==> config.mk <==
export PLATFORM = sky130hd
export DESIGN_NAME = alu_share_arbiter
export DESIGN_NICKNAME = d
export VERILOG_FILES = /design/src/rtl/alu_share_arbiter.sv
export SDC_FILE = /design/constraint.sdc
export NUM_CORES = 1
export LEC_CHECK = 0
export CELL_PAD_IN_SITES_DETAIL_PLACEMENT = 0
export CELL_PAD_IN_SITES_GLOBAL_PLACEMENT = 1
export CORE_AREA = 3 3 210 212
export DETAILED_ROUTE_END_ITERATION = 7
export DIE_AREA = 0 0 213 215
export PLACE_DENSITY = 0.63
export SYNTH_ARGS = -nofsm -noshare
export SYNTH_HDL_FRONTEND = slang
export SYNTH_SLANG_ARGS = --single-unit
==> constraint.sdc <==
create_clock -name clk -period 3.3 [get_ports clk]
set_input_delay 0.66 -clock clk [delete_from_list [all_inputs] [get_ports clk]]
set_output_delay 0.66 -clock clk [all_outputs]
set_load 0.02 [all_outputs]
==> src/rtl/alu_share_arbiter.sv <==
// alu_share_arbiter: shares one combinational 64-bit ALU between two requesters.
// Round-robin grant in IDLE, registered operands in EXEC, held response in RESP.
//
//   state | meaning
//   ------+-------------------------------------------------------------
//   IDLE  | waiting for a request; req_ready asserted to the granted one
//   EXEC  | captured operands drive the ALU; result registered at end
//   RESP  | resp_valid[owner] high; wait for resp_ready[owner]
module alu_share_arbiter #(
  parameter int NREQ = 2
) (
  input  logic            clk,
  input  logic            reset_n,
  input  logic [NREQ-1:0] req_valid,
  output logic [NREQ-1:0] req_ready,
  input  logic [63:0]     req_a0,
  input  logic [63:0]     req_a1,
  input  logic [63:0]     req_b0,
  input  logic [63:0]     req_b1,
  input  logic [3:0]      req_op0,
  input  logic [3:0]      req_op1,
  output logic [NREQ-1:0] resp_valid,
  input  logic [NREQ-1:0] resp_ready,
  output logic [63:0]     resp_result,
  output logic            resp_zero,
  output logic            resp_err,
  output logic [63:0]     alu_a,
  output logic [63:0]     alu_b,
  output logic [3:0]      alu_op,
  input  logic [63:0]     alu_result,
  input  logic            alu_zero,
  output logic            busy
);

  typedef enum logic [1:0] {
    IDLE = 2'd0,
    EXEC = 2'd1,
    RESP = 2'd2
  } state_t;

  localparam logic [3:0] OP_AND = 4'b0000;
  localparam logic [3:0] OP_OR  = 4'b0001;
  localparam logic [3:0] OP_ADD = 4'b0010;
  localparam logic [3:0] OP_SUB = 4'b0110;
  localparam logic [3:0] OP_NOR = 4'b1100;
  localparam logic [3:0] OP_SLL = 4'b1000;

  state_t state_q, state_d;
  logic   prio_q;
  logic   owner_q;
  logic   grant;
  logic   accept;
  logic   done;
  logic   op_legal;

  // Opcode legality of the captured operation; illegal ones never reach resp_result.
  always_comb begin
    op_legal = 1'b0;
    case (alu_op)
      OP_AND, OP_OR, OP_ADD, OP_SUB, OP_NOR, OP_SLL: op_legal = 1'b1;
      default:                                       op_legal = 1'b0;
    endcase
  end

  // Next-state, grant selection and handshake outputs.
  always_comb begin
    state_d    = state_q;
    req_ready  = '0;
    resp_valid = '0;
    grant      = 1'b0;
    accept     = 1'b0;
    done       = 1'b0;
    case (state_q)
      IDLE: begin
        // A lone requester wins outright; prio only breaks ties.
        if (req_valid == 2'b01)      grant = 1'b0;
        else if (req_valid == 2'b10) grant = 1'b1;
        else                         grant = prio_q;
        if (|req_valid) begin
          accept    = 1'b1;
          req_ready = grant ? 2'b10 : 2'b01;
          state_d   = EXEC;
        end
      end
      EXEC: begin
        state_d = RESP;
      end
      RESP: begin
        resp_valid = owner_q ? 2'b10 : 2'b01;
        // Only the owner's resp_ready can close the transaction.
        if (resp_ready[owner_q]) begin
          done    = 1'b1;
          state_d = IDLE;
        end
      end
      default: begin
        state_d = IDLE;
      end
    endcase
  end

  // State register.
  always_ff @(posedge clk or negedge reset_n) begin
    if (!reset_n) state_q <= IDLE;
    else          state_q <= state_d;
  end

  // Round-robin priority: flips away from the owner only when its response completes.
  always_ff @(posedge clk or negedge reset_n) begin
    if (!reset_n)  prio_q <= 1'b0;
    else if (done) prio_q <= ~owner_q;
  end

  // Operand capture on acceptance; these registers drive the ALU directly.
  always_ff @(posedge clk or negedge reset_n) begin
    if (!reset_n) begin
      owner_q <= 1'b0;
      alu_a   <= '0;
      alu_b   <= '0;
      alu_op  <= OP_ADD;
    end else if (accept) begin
      owner_q <= grant;
      alu_a   <= grant ? req_a1  : req_a0;
      alu_b   <= grant ? req_b1  : req_b0;
      alu_op  <= grant ? req_op1 : req_op0;
    end
  end

  // Result capture at the end of EXEC; held unchanged through RESP.
  always_ff @(posedge clk or negedge reset_n) begin
    if (!reset_n) begin
      resp_result <= '0;
      resp_zero   <= 1'b0;
      resp_err    <= 1'b0;
    end else if (state_q == EXEC) begin
      if (op_legal) begin
        resp_result <= alu_result;
        resp_zero   <= alu_zero;
        resp_err    <= 1'b0;
      end else begin
        resp_result <= '0;
        resp_zero   <= 1'b1;
        resp_err    <= 1'b1;
      end
    end
  end

  assign busy = (state_q != IDLE);

endmodule
==> impl_metrics.ini, run 1 <==
[run_status]
status = finished, final reports clean

[route]
dr.first_iter.drc_count = 522
vias = 8425
vias_per_cell = 4.61
drc = 0
wl_per_cell_um = 21.2
postRouteAntennaNets = 0
wl_mm = 38.8
dr.pass1.iters = 4

[worst_setup_path]
cp_common_cell = clkdlybuf4s50_1
startpoint_type = primary input
cpPeakStageDelay_ps = 640
r2r_cells = 4
worstSetupPathType = primary input to primary output
crit_path_top_delay_cell = clkdlybuf4s50_1
crit_buf_inv = 2
path_depth = 4
crit_fanout = 3
critPathRequiredTime_ps = 2640
crit_family = buffers and inverters
crit_path_end_kind = primary output
cp_cell_sequence = clkdlybuf4s50_1, nor3b_4, and2_1, clkdlybuf4s50_1
arrival_ps = 2440

[placement]
dp_hpwl_mm = 27.3
placed_area_um2 = 14500
port_buffers = 537
gp_congestion = 0.786

[sta]
slew_headroom_pct = 48.6
max_freq_mhz = 323
tightest_slew_ps = 771
drv_slew = 0
rsz0062_at_grt = no
tns_ps = 0
min_period_ps = 3100
hold_viol = 0
final.period_utilization_pct = 93.8
finalSetupViolCount = 0
finClkSkew_ps = 18.3

[cells_and_area]
drive_gt1_share_pct = 4.74
syn_to_final_growth_pct = 78.9
nNetsFinal = 1604
antenna_cells = 0
final_area_um2 = 15300
finish.utilization_pct = 36.4

[clock_tree]
cts_tree = done
post_cts_resized = 0
postCtsHoldBufs = 0
clkSlewWorstSetupHoldPaths_ps = 60
cts_buffer_depth = 3
cts_max_level = 1
cts_buffers = 27
cts.sinks = 202
cts_setup_buffers = 0
clockRootBuffer = clkbuf_16
clkLatencyLatePin_ps = 550

[logic_synthesis]
synth_cells = 769
synth_top_area_share_pct = 58.7
ys_async_sr_fraction_pct = 100
synth_seq_cells = 202
syn-num-nets = 1104
yosysWarnings = 0
synth_area_leader_cell = dfrtp_1
yosysSeqAreaShare_pct = 59.0
synthFlopType = dfrtp_1
synth_area_leaders = dfrtp_1, a221o_1, and3_1, nand2_1, a21oi_1
syn-cell-area_um2 = 8560
synth_cell_type_count = 24
syn_area_per_cell_um2 = 11.1
yosysMostFrequentCell = dfrtp_1
synth-edff-count = 0
synth_commonest_cells = dfrtp_1, and3_1, a221o_1, nand2_1, a21oi_1

[global_route]
grt_pass1_wl_mm = 57.2
first_global_vias = 8949
grt_max_degree = 134
antenna_found_initial = 3
grt_overflow_total = 0
grt.total_usage_pct = 16.0

[power]
ir_drop_mv = 0.404
power_density_nw_per_um2 = 961
power.total_mw = 14.7
p_leak_nw = 6.70

[die]
core_um2 = 42100
ios = 538
num_rows = 75
die_h_um = 215
initial_core_util_pct = 20.3
die_area_um2 = 45800
die_w_um = 213

[hold_path]
hp-class = primary input to async pin

[flow_run]
max_cap_viol_count = 0
## sequential cells by signal (all words and copies together) (netlist names)
signal	count
alu_b	64
alu_op	4
prio_q	1
owner_q	1
resp_err	1
state_q	2
resp_zero	1
resp_result	64
alu_a	64
## through the flow
step | setup WS [ps] | std cells | hold slack (ps)
final | 204 | 1826 | 159
after detailed placement | 186 | 1779 | 471
after floorplan | 1110 | 769 | 364
after CTS | 159 | 1826 | 164
after global placement | 160 | 1779 | 461
after global routing | 116 | 1826 | 181
## layout make-up
type | instances | area, um2
fill | 4252 | 26800
multi-input combinational | 483 | 3160
clock buffer | 41 | 788
inverter | 5 | 18.8
tap | 539 | 674
sequential | 202 | 5060
clock inverter | 6 | 61.3
timing repair buffer | 550 | 5560
## layer usage
metal | global-route usage [%] | vias to the layer above | wire (um)
met2 | 27.2 | 379 | 18500
met4 | 3.97 | 6 | 870
met3 | 5.64 | 52 | 3830
met5 | 0 | - | 35
met1 | 19.2 | 4122 | 15600
li1 | - | 3866 | -
## logic make-up (layout without fill, tap and decap cells)
kind of cell           after synthesis  in the layout  synth area share [%]
AO/OA/AOI/OAI                      204            204                  19.8
buffers and inverters               84            602                  4.63
flip-flops                         202            202                  59.0
AND/OR/NAND/NOR                    278            278                  16.4
multiplexers                         1              1                 0.117
## worst paths after layout
| kind | startpoint | to | slack, ps |
|---|---|---|---|
| min in group clk | resp_err$_DFFE_PN0N_ | resp_err$_DFFE_PN0N_ | 480 |
| max in group asynchronous | reset_n | resp_result[9]$_DFFE_PN0N_ | 2340 |
| worst min register to register | resp_err$_DFFE_PN0N_ | resp_err$_DFFE_PN0N_ | 480 |
| worst max register to register | state_q[1]$_DFFE_PN0P_ | alu_b[33]$_DFFE_PN0P_ | 1140 |
| worst min-delay path | reset_n | resp_result[21]$_DFFE_PN0N_ | 160 |
| worst max-delay path | req_valid[1] | req_ready[1] | 200 |
## cell usage in the layout, fill, tap and decap left out
cell,count
a211oi_4,1
a21o_1,1
a21oi_1,65
a221o_1,132
a31oi_1,1
and2_1,1
and3_1,133
and3_4,1
buf_12,7
buf_4,6
bufinv_16,1
clkbuf_1,8
clkbuf_16,27
clkbuf_8,7
clkdlybuf4s50_1,536
clkinv_2,3
clkinvlp_4,1
dfrtp_1,201
dfstp_2,1
inv_1,5
inv_6,1
mux2i_1,1
nand2_1,131
nand2b_1,1
nand2b_2,1
nand2b_4,1
nand3b_1,1
nor2_1,5
nor2b_4,1
nor3b_1,1
nor3b_4,1
o21ai_0,3
o21ai_4,1
## power by group
group / leakage, nW / internal, mW / switching (mW)
clock network: 0.416 / 1.71 / 1.13
registers: 2.52 / 3.66 / 0.704
logic: 3.77 / 3.57 / 3.95
total: 6.70 / 8.94 / 5.79
Note: power is estimated with default switching activity, not from simulation.
==> inputs of run 2 (changes only) <==
- CAP_MARGIN: unset -> 10
==> results of run 2 <==
Same layout as run 1: the final DEF is identical, and so are final timing and power.
